<file path="config.mk">
export PLATFORM = sky130hd
export DESIGN_NAME = op_issuer
export DESIGN_NICKNAME = d
export VERILOG_FILES = /design/src/rtl/op_issuer.sv
export SDC_FILE = /design/constraint.sdc
export NUM_CORES = 1
export LEC_CHECK = 0
export CORE_MARGIN = 2
export CORE_UTILIZATION = 40
export CTS_CLUSTER_SIZE = 30
export DETAILED_ROUTE_END_ITERATION = 6
export DONT_BUFFER_PORTS = 1
export GPL_TIMING_DRIVEN = 0
export SLEW_MARGIN = 15
export SYNTH_ARGS = -nofsm -noshare
export SYNTH_HDL_FRONTEND = slang
export SYNTH_SLANG_ARGS = --single-unit
</file>
<file path="constraint.sdc">
create_clock -name clk -period 2.2 [get_ports clk]
set_clock_uncertainty 0.1 [all_clocks]
set_input_delay 0.55 -clock clk [delete_from_list [all_inputs] [get_ports clk]]
set_output_delay 0.55 -clock clk [all_outputs]
set_load 0.005 [all_outputs]
</file>
<file path="src/rtl/op_issuer.sv">
// op_issuer: host command front end for the ALP controller.
// Optional watchdog on T: define OP_ISSUER_TIMEOUT_EN.
module op_issuer #(
  parameter int MAX_T = 12
) (
  input  logic       clk,
  input  logic       rst_n,
  input  logic       cmd_valid,
  output logic       cmd_ready,
  input  logic [1:0] cmd_kind,
  input  logic [2:0] cmd_op,
  output logic [2:0] op,
  output logic       comp,
  output logic       load,
  output logic       clr,
  output logic [3:0] T,
  input  logic       clr_SC,
  output logic       busy,
  output logic       done,
  output logic       err
);

  localparam logic [1:0] S_IDLE = 2'd0;
  localparam logic [1:0] S_RUN  = 2'd1;
  localparam logic [1:0] S_DONE = 2'd2;

  logic [1:0] state;
  logic       pend_full;
  logic [1:0] pend_kind;
  logic [2:0] pend_op;

  logic       xfer;
  logic       fill;
  logic       from_slot;
  logic       launch;
  logic [1:0] l_kind;
  logic [2:0] l_op;
  logic       k_comp;
  logic       k_load;
  logic       k_clr;
  logic       clr_hit;
  logic       wd_hit;

  assign cmd_ready = !pend_full;
  assign xfer      = cmd_valid && cmd_ready;

  // Controller's clr_SC is stale on the first RUN cycle.
  assign clr_hit = (T != 4'd0) && clr_SC;

`ifdef OP_ISSUER_TIMEOUT_EN
  assign wd_hit = !clr_hit && (T == 4'(MAX_T));
`else
  logic [3:0] unused_max_t;
  assign unused_max_t = 4'(MAX_T);
  assign wd_hit = 1'b0;
`endif

  // Pick the command to launch: slot first, else host.
  always_comb begin
    from_slot = pend_full &&
                (state == S_IDLE || state == S_DONE);
    launch    = from_slot || (state == S_IDLE && xfer);
    fill      = xfer && (state != S_IDLE);
    l_kind    = from_slot ? pend_kind : cmd_kind;
    l_op      = from_slot ? pend_op : cmd_op;
  end

  // Kind to strobe; reserved kind runs as clear.
  always_comb begin
    k_comp = 1'b0;
    k_load = 1'b0;
    k_clr  = 1'b0;
    unique case (1'b1)
      (l_kind == 2'b00): k_comp = 1'b1;
      (l_kind == 2'b01): k_load = 1'b1;
      default:           k_clr  = 1'b1;
    endcase
  end

  // One-deep pending slot.
  always_ff @(posedge clk or negedge rst_n) begin
    if (!rst_n) begin
      pend_full <= 1'b0;
      pend_kind <= 2'b00;
      pend_op   <= 3'b000;
    end else if (fill) begin
      pend_full <= 1'b1;
      pend_kind <= cmd_kind;
      pend_op   <= cmd_op;
    end else if (from_slot) begin
      pend_full <= 1'b0;
    end
  end

  // Issue FSM: launch, count T, finish.
  always_ff @(posedge clk or negedge rst_n) begin
    if (!rst_n) begin
      state <= S_IDLE;
      op    <= 3'b000;
      comp  <= 1'b0;
      load  <= 1'b0;
      clr   <= 1'b0;
      T     <= 4'd0;
      busy  <= 1'b0;
      done  <= 1'b0;
      err   <= 1'b0;
    end else begin
      done <= 1'b0;
      err  <= 1'b0;
      unique case (state)
        S_RUN: begin
          if (clr_hit || wd_hit) begin
            state <= S_DONE;
            comp  <= 1'b0;
            load  <= 1'b0;
            clr   <= 1'b0;
            T     <= 4'd0;
            busy  <= 1'b0;
            done  <= 1'b1;
            err   <= wd_hit;
          end else if (T != 4'hF) begin
            T <= T + 4'd1;
          end
        end
        S_DONE: begin
          if (!launch) state <= S_IDLE;
        end
        default: ;
      endcase
      if (launch) begin
        state <= S_RUN;
        op    <= l_op;
        comp  <= k_comp;
        load  <= k_load;
        clr   <= k_clr;
        T     <= 4'd0;
        busy  <= 1'b1;
      end
    end
  end

endmodule
</file>
---- Word level (Yosys, flattened, before mapping) ----
Cells that the tools add are included.
Widths: inputs -> output; s select.
operators by class
  add/sub/neg operators ................... 1
  $mul .................................... 0
  divide/modulo/power cells ............... 0
  mux-type cells .......................... 22
  bitwise operators ....................... 0
  equal/unequal tests ..................... 5
  reductions and logical operators ........ 21
  shift operators ......................... 0
  magnitude comparators ................... 0
operators with widths
  cell                 count
  $mux 4               4
  $mux 1               13
  $reduce_bool 2->1    4
  $mux 2               3
  $reduce_and 2->1     3
  $reduce_bool 3->1    2
  $logic_and 1x1->1    5
  $add 4x1->4 const B  1
  $eq 2x1->1 const B   2
  $logic_not 2->1      2
  $ne 4x4->1 const B   1
  $pmux 2 s2           1
  $reduce_bool 4->1    1
  $mux 3               1
  $ne 3x3->1 const B   1
  $eq 2x2->1 const B   1
  $logic_or 1x1->1     2
  $reduce_or 2->1      1
  $logic_not 1->1      1
storage, ports and cells
  memories kept ........................... 0
  word-level logic and storage cells ...... 60
  input bits .............................. 9
  RAM bits ................................ 0
  flip-flop bits (word level) ............. 20
  bits in read-only memories .............. 0
  latch bits .............................. 0
  output and inout port bits .............. 14

---- Depth between registers and ports, before layout ----
Gate-level depths: netlist of the first run.
  depth after elaboration ................. 8
  mapped depth ............................ 5
  mapped depth without buffers ............ 5

---- Least setup slack after synthesis of the first run ----
No wires, ideal clock.
  path kind ............................... register to register
  start ................................... register T[0]
  end ..................................... register comp
  setup time .............................. 68 ps
  data arrival time ....................... 1405 ps
  path slack .............................. 627 ps
  cell stages (with the launch flop) ...... 6
  clock period less this slack ............ 1573 ps
  cell sequence ........................... dfrtp_1 inv_1 ha_1 or3b_2 nand3_1 a32o_1
on the way
  longest elaborated chain between the ends .. 4
RTL lines
  what                                line  text
  start, declared                     16    output logic [3:0] T,
  start signal, assigned              122   T <= T + 4'd1;
  $reduce_bool 4->1                   48    assign clr_hit = (T != 4'd0) && clr_SC;
  $logic_and 1x1->1                   48
  $reduce_bool 2->1 (no source line)  -
  $reduce_and 2->1 (no source line)   -
  end signal, assigned                133   comp <= k_comp;
  end, declared                       13    output logic comp,
Every way passes these cells.
A chain may end at the register's enable or synchronous reset.

---- Final worst setup path of the first run ----
  start ................................... register T[0]
  end ..................................... register T[2]
on the way
  longest elaborated chain between the ends .. 5
  elaborated cells on any way between the ends .. 10
  classes of those cells .................. add/sub (1); eq/ne (1); mux (4); reduce/logical (4)
RTL lines
  what                                              line     text
  $add 4x1->4 or $reduce_bool 4->1 (tied branches)  122, 48
  $mux 4 or $logic_and 1x1->1 (tied branches)       121, 48
  $mux 4                                            112      if (clr_hit || wd_hit) begin
  $mux 4                                            110      unique case (state)
  $mux 4                                            130      if (launch) begin
Several ways; a longest one is shown, not always the timed one. The select of a mux whose other input is x is not followed.

==> impl_metrics.toml, run 1 <==
[floorplanning]
die_y_um = 53.90
fp.dieW_um = 53.90
initial_utilization_pct = 41.33
core_area_um2 = 2410
ios = 23
rows = 18
die-area_um2 = 2905

[yosys]
synth-edff-count = 0
synthTopCellsByArea = "dfrtp_1 50%, mux2_2 6.8%, o2bb2ai_1 2.6%"
synth_async_sr_flop_share_pct = 100.0
syn_avg_cell_area_um2 = 11.45
synth_top_cell_by_area = "dfrtp_1"
synth_cell_type_count = 37
synth_seq_cells = 20
synth_top_area_share_pct = 50.25
yosysSeqAreaShare_pct = 50.25
synthCells = 87
synth_warnings = 0
synthesis.area_um2 = 996.0
synth_ff_type = "dfrtp_1"
syn_nets = 98

[place]
post-dp-hpwl_mm = 1.461
place_inst = 117
dp_slack_ps = 464.1
gp_congestion = 0.7860
portBuffers = 0

[route]
drtIter0Drc = 7
drt-total-wl_mm = 2.071
wire_per_inst_um = 16.98
drt_pass1_iterations = 4
via_per_inst = 5.918
vias = 722
ant_nets = 0
drcViolationCount = 0

[clock_tree]
htreeDepth = 1
cts.reportedPaths.clkPinSlew_ps = 120
cts_root_buffer = "clkbuf_4"
clk_latency_ps = 300
numCtsBuffers = 3
cts.sinks = 20
cts_tree = "done"
clockBufferDepth = 2

[power]
ir_drop_uv = 695.6
power.leakage_nw = 0.4790
power_density_nw_per_um2 = 1424

[min_path]
min_path_cells = 1
hp-class = "in2reg"

[finish]
nets = 104
area_growth_pct = 10.05
drive_above_1_share_pct = 19.57
finalNonFillerCells = 122
multiInputGateArea_um2 = 455.4
seq_area_um2 = 500.5
fillerInstances = 224
diodes = 0

[timing]
period_needed_ps = 1775
drv_slew = 0
finalSetupTns_ps = 0
rsz0062_at_grt = "no"
finalWorstSetupSlack_ps = 424.9
timing.final.crit_share_pct = 80.69
fmax_mhz = 563.3
holdWs_ps = 287.8
worst_pin_slew_ps = 905.0
hold_violations = 0
relSlewSlack_pct = 39.47
setup_viol = 0

[worst_setup_path]
cpMaxStageDelayCell = "nor3b_1"
crit_arrival_ps = 1920
worstSetupStartpointType = "register"
path_cells = "inv_1 -> ha_1 -> nor3b_1 -> o211a_1 -> o221a_2"
r2r_cells = 5
critPathMaxFanout = 6
worstSetupPathType = "reg2reg"
cp.required_ps = 2350
worstSetupEndpointType = "register"
slowest_delay_ps = 510

[run]
drv_cap = 0

[global_route]
antenna_found_initial = 0
grt_max_degree = 21
grt_pass1_vias = 717
gr-total-overflow = 0
grt_pass1_wl_mm = 3.298
track_usage_pct = 15.95

[outcome]
status = "finished clean"
## per-stage QoR
step	util, %	power [mW]	area, µm²
after CTS	45.48	1.579	1096
final	45.48	1.560	1096
after detailed placement	42.89	1.262	1033
after global routing	45.48	1.685	1096
after floorplan	-	1.121	996.0
after global placement	42.89	1.237	1033
## registers in the layout (all words and copies together), names as in the netlist, 2 cells and up
register   cells
pend_op        3
T              4
pend_kind      2
state          2
op             3
## layer usage
metal | share of wire, % | vias up | wire (µm) | GRT usage [%]
met4 | 0.72 | 0 | 15 | 6.410
li1 | - | 337 | - | -
met1 | 46 | 357 | 954 | 20.67
met3 | 6.5 | 2 | 135 | 4.444
met2 | 47 | 26 | 966 | 25.00
met5 | 0 | - | 0 | 0
## synth_stat cells (2+ instances only)
cell,instances
nand2b_1,2
a32o_1,2
o2111ai_1,2
buf_2,2
mux2_2,6
nor2b_1,3
o211ai_1,2
a31oi_1,2
dfrtp_1,20
a21o_1,2
a21oi_1,5
inv_1,6
o21ai_0,2
nand2_1,3
o2bb2ai_1,3
a22oi_1,2
ha_1,2
nor3b_1,2
## worst paths after layout
path	startpoint	endpoint	slack, ps
max	T[0]	T[2]	420
min reg2reg	pend_op[2]	pend_op[2]	420
max reg2reg	T[0]	T[2]	420
min	cmd_op[2]	pend_op[2]	290
max in group asynchronous	rst_n	T[0]	740
min in group asynchronous	rst_n	op[2]	710
## placed cells by master (no fill, tap or decap), types with 2 or more instances in the layout
master / n
dfrtp_1: 20
inv_1: 6
mux2_2: 6
a21oi_1: 5
nor2b_1: 3
o2bb2ai_1: 3
nand2_1: 3
clkbuf_4: 3
buf_2: 2
a31oi_1: 2
nand2b_1: 2
a32o_1: 2
nor3b_1: 2
o211ai_1: 2
a21o_1: 2
a22oi_1: 2
o21ai_0: 2
o2111ai_1: 2
ha_1: 2
## cell families (layout without fill, tap and decap cells)
family          after synthesis  after routing  synth area share [%]
mux                           7              7                 7.789
compound gates               29             29                 22.11
fa+ha+maj                     2              2                 2.512
flops                        20             20                 50.25
other cells                   1              1                0.3765
simple gates                 19             19                 12.94
buf+inv                       9             14                 4.020
## cell type report
class,count,share of cell area [%]
buffer,3,1.598
clock inverter,1,2.740
sequential,20,45.66
inverter,6,2.055
clock buffer,3,2.055
timing repair buffer,1,0.9132
multi-input combinational,58,41.55
tap,30,3.425
## where the power goes
| group | switching, mW | total [mW] | leakage (nW) | internal [mW] |
|---|---|---|---|---|
| Combinational | 0.307 | 0.592 | 0.204 | 0.284 |
| Clock | 0.119 | 0.303 | 0.0279 | 0.184 |
| Sequential | 0.141 | 0.666 | 0.247 | 0.526 |
## timing repair
| item | 4_1_cts | 5_1_grt |
|---|---|---|
| buffers inserted | 0 | 0 |
| resized for setup | 0 | 0 |
| hold buffers | 1 | 0 |
| endpoints found under the hold margin | 20 | 0 |
## critical path, delay by kind of cell, from the launching register on
family	cells	cell delay [ps]
buffers and inverters	1	110
AOI/OAI and AO/OA	2	390
and+or+nand+nor	1	510
DFF	1	470
adders and majority gates	1	160
Power figures use the tool's default switching activity.
==> run 2, diff against run 1 <==
==> constraint.sdc (replaced) <==
create_clock -name clk -period 1.65 [get_ports clk]
set_clock_uncertainty 0.1 [all_clocks]
set_input_delay 0.4125 -clock clk [delete_from_list [all_inputs] [get_ports clk]]
set_output_delay 0.4125 -clock clk [all_outputs]
set_load 0.005 [all_outputs]
==> impl_metrics.toml, run 2 (same netlist as run 1, synthesis figures left out) <==
[place]
post-dp-hpwl_mm = 1.461
portBuffers = 0
gp_congestion = 0.7860
dp_slack_ps = -85.93

[floorplanning]
rows = 18
fp.dieW_um = 53.90
die-area_um2 = 2905
core_area_um2 = 2410
ios = 23
die_y_um = 53.90
initial_utilization_pct = 41.33

[worst_setup_path]
worstSetupStartpointType = "register"
worst-path-buf-inv = 0
worst-path-stages = 3
worstReg2RegEnd = "load"
worstSetupEndpointType = "register"
crit_arrival_ps = 1710
slowest_delay_ps = 550
critPathMaxFanout = 7
r2r_slack_ps = 90
r2r_cells = 3
crit_family = "simple AND/OR/NAND/NOR gates"
path_cells = "or4b_4 -> a21oi_2 -> a32o_1"
endpoint = "load"
startpoint = "state[1]"
cpMaxStageDelayCell = "or4b_4"
worstSetupPathType = "reg2reg"
r2r_start = "state[1]"
cp.required_ps = 1800

[clock_tree]
clockBufferDepth = 2
cts.sinks = 20
cts_root_buffer = "clkbuf_4"
clk_latency_ps = 300
htreeDepth = 1
numCtsBuffers = 3
cts_tree = "done"
cts.reportedPaths.clkPinSlew_ps = 120

[run]
drv_cap = 0

[timing]
relSlewSlack_pct = 40.10
hold_violations = 0
period_needed_ps = 1560
worst_pin_slew_ps = 895.5
drv_slew = 0
setup_viol = 0
rsz0062_at_grt = "no"
finalWorstSetupSlack_ps = 89.69
timing.final.crit_share_pct = 94.56
fmax_mhz = 640.9
finalSetupTns_ps = 0
holdWs_ps = 138.9

[global_route]
antenna_found_initial = 0
grt_pass1_vias = 721
track_usage_pct = 15.95
grt_pass1_wl_mm = 3.312
gr-total-overflow = 0
grt_max_degree = 21

[finish]
area_growth_pct = 13.69
post-route-util_pct = 46.99
top_register = "T"
final_cell_mix = "18 x dfrtp_1, 6 x mux2_2, 5 x inv_1, 5 x a21oi_1"
multiInputGateArea_um2 = 481.7
reg.largest.list = "T: 4 flops, op: 3 flops, pend_op: 3 flops"
largest_register_ffs = 4
diodes = 0
fillerInstances = 224
final_common_cell = "dfrtp_1"
drive_above_1_share_pct = 27.96
seq_area_um2 = 503.0
nets = 105

[route]
drt_pass1_iterations = 4
wire_per_inst_um = 16.98
via_per_inst = 5.846
drcViolationCount = 0
drtIter0Drc = 8
vias = 719
ant_nets = 0
drt-total-wl_mm = 2.089

[power]
seq_power_share_pct = 41.4
combPwrFrac_pct = 39.9
netSwitchingFraction_pct = 36.60
switchingPower_mw = 0.7929
ir_drop_uv = 943.5
power_density_nw_per_um2 = 1913
power_mw = 2.166
power.leakage_nw = 0.4856
power_frac_clock_pct = 18.7
internal-power_mw = 1.373

[min_path]
hp-class = "in2reg"

[outcome]
status = "finished clean"
## run 2: layout make-up
| cell class | count | share of cell area, % |
|---|---|---|
| multi-input combinational | 58 | 42.54 |
| clock buffer | 3 | 1.989 |
| timing repair buffer | 2 | 1.547 |
| sequential | 20 | 44.42 |
| inverter | 6 | 1.989 |
| buffer | 3 | 1.547 |
| clock inverter | 1 | 2.652 |
| tap | 30 | 3.315 |
## run 2: worst min path at each step
stage,start,end,slack [ps],cells past startpoint
2_1_floorplan,rst_n,T[0],20,0
3_3_place_gp,rst_n,T[3],20,0
3_5_place_dp,rst_n,T[0],20,0
4_1_cts,clr_SC,done,130,2
5_1_grt,cmd_op[0],pend_op[0],130,1
6_report,clr_SC,done,140,2
## run 2: metrics by stage
| step | area, µm² | instances |
|---|---|---|
| after floorplan | 996.0 | 87 |
| after global placement | 1033 | 117 |
| after detailed placement | 1033 | 117 |
| after CTS | 1115 | 122 |
| after global routing | 1132 | 123 |
| final | 1132 | 123 |
## run 2: worst reg2reg max path, stage by stage (launching register included)
cell and delay (ps):
dfrtp_1 460, or4b_4 550, a21oi_2 230, a32o_1 150
## run 2: power groups by stage
| stage | Clock (mW) | Combinational, mW | Sequential [mW] |
|---|---|---|---|
| after floorplan | 0 | 0.648 | 0.847 |
| after global placement | 0 | 0.760 | 0.890 |
| after detailed placement | 0 | 0.785 | 0.898 |
| after CTS | 0.419 | 0.831 | 0.891 |
| after global routing | 0.434 | 0.960 | 0.930 |
| final | 0.406 | 0.864 | 0.897 |
## run 2: timing repair
| item | CTS | global route |
|---|---|---|
| hold endpoints to repair | 20 | 0 |
| pin swaps | 0 | 1 |
| hold buffers | 1 | 0 |
| setup endpoints to repair | 10 | 12 |
| buffers inserted | 0 | 1 |
| gates resized for setup | 4 | 5 |
## run 2: metal layers
metal | global-route usage [%] | routed length, µm
met5 | 0 | 0
met4 | 6.410 | 15
met3 | 4.444 | 128
met2 | 24.80 | 1013
met1 | 20.84 | 931
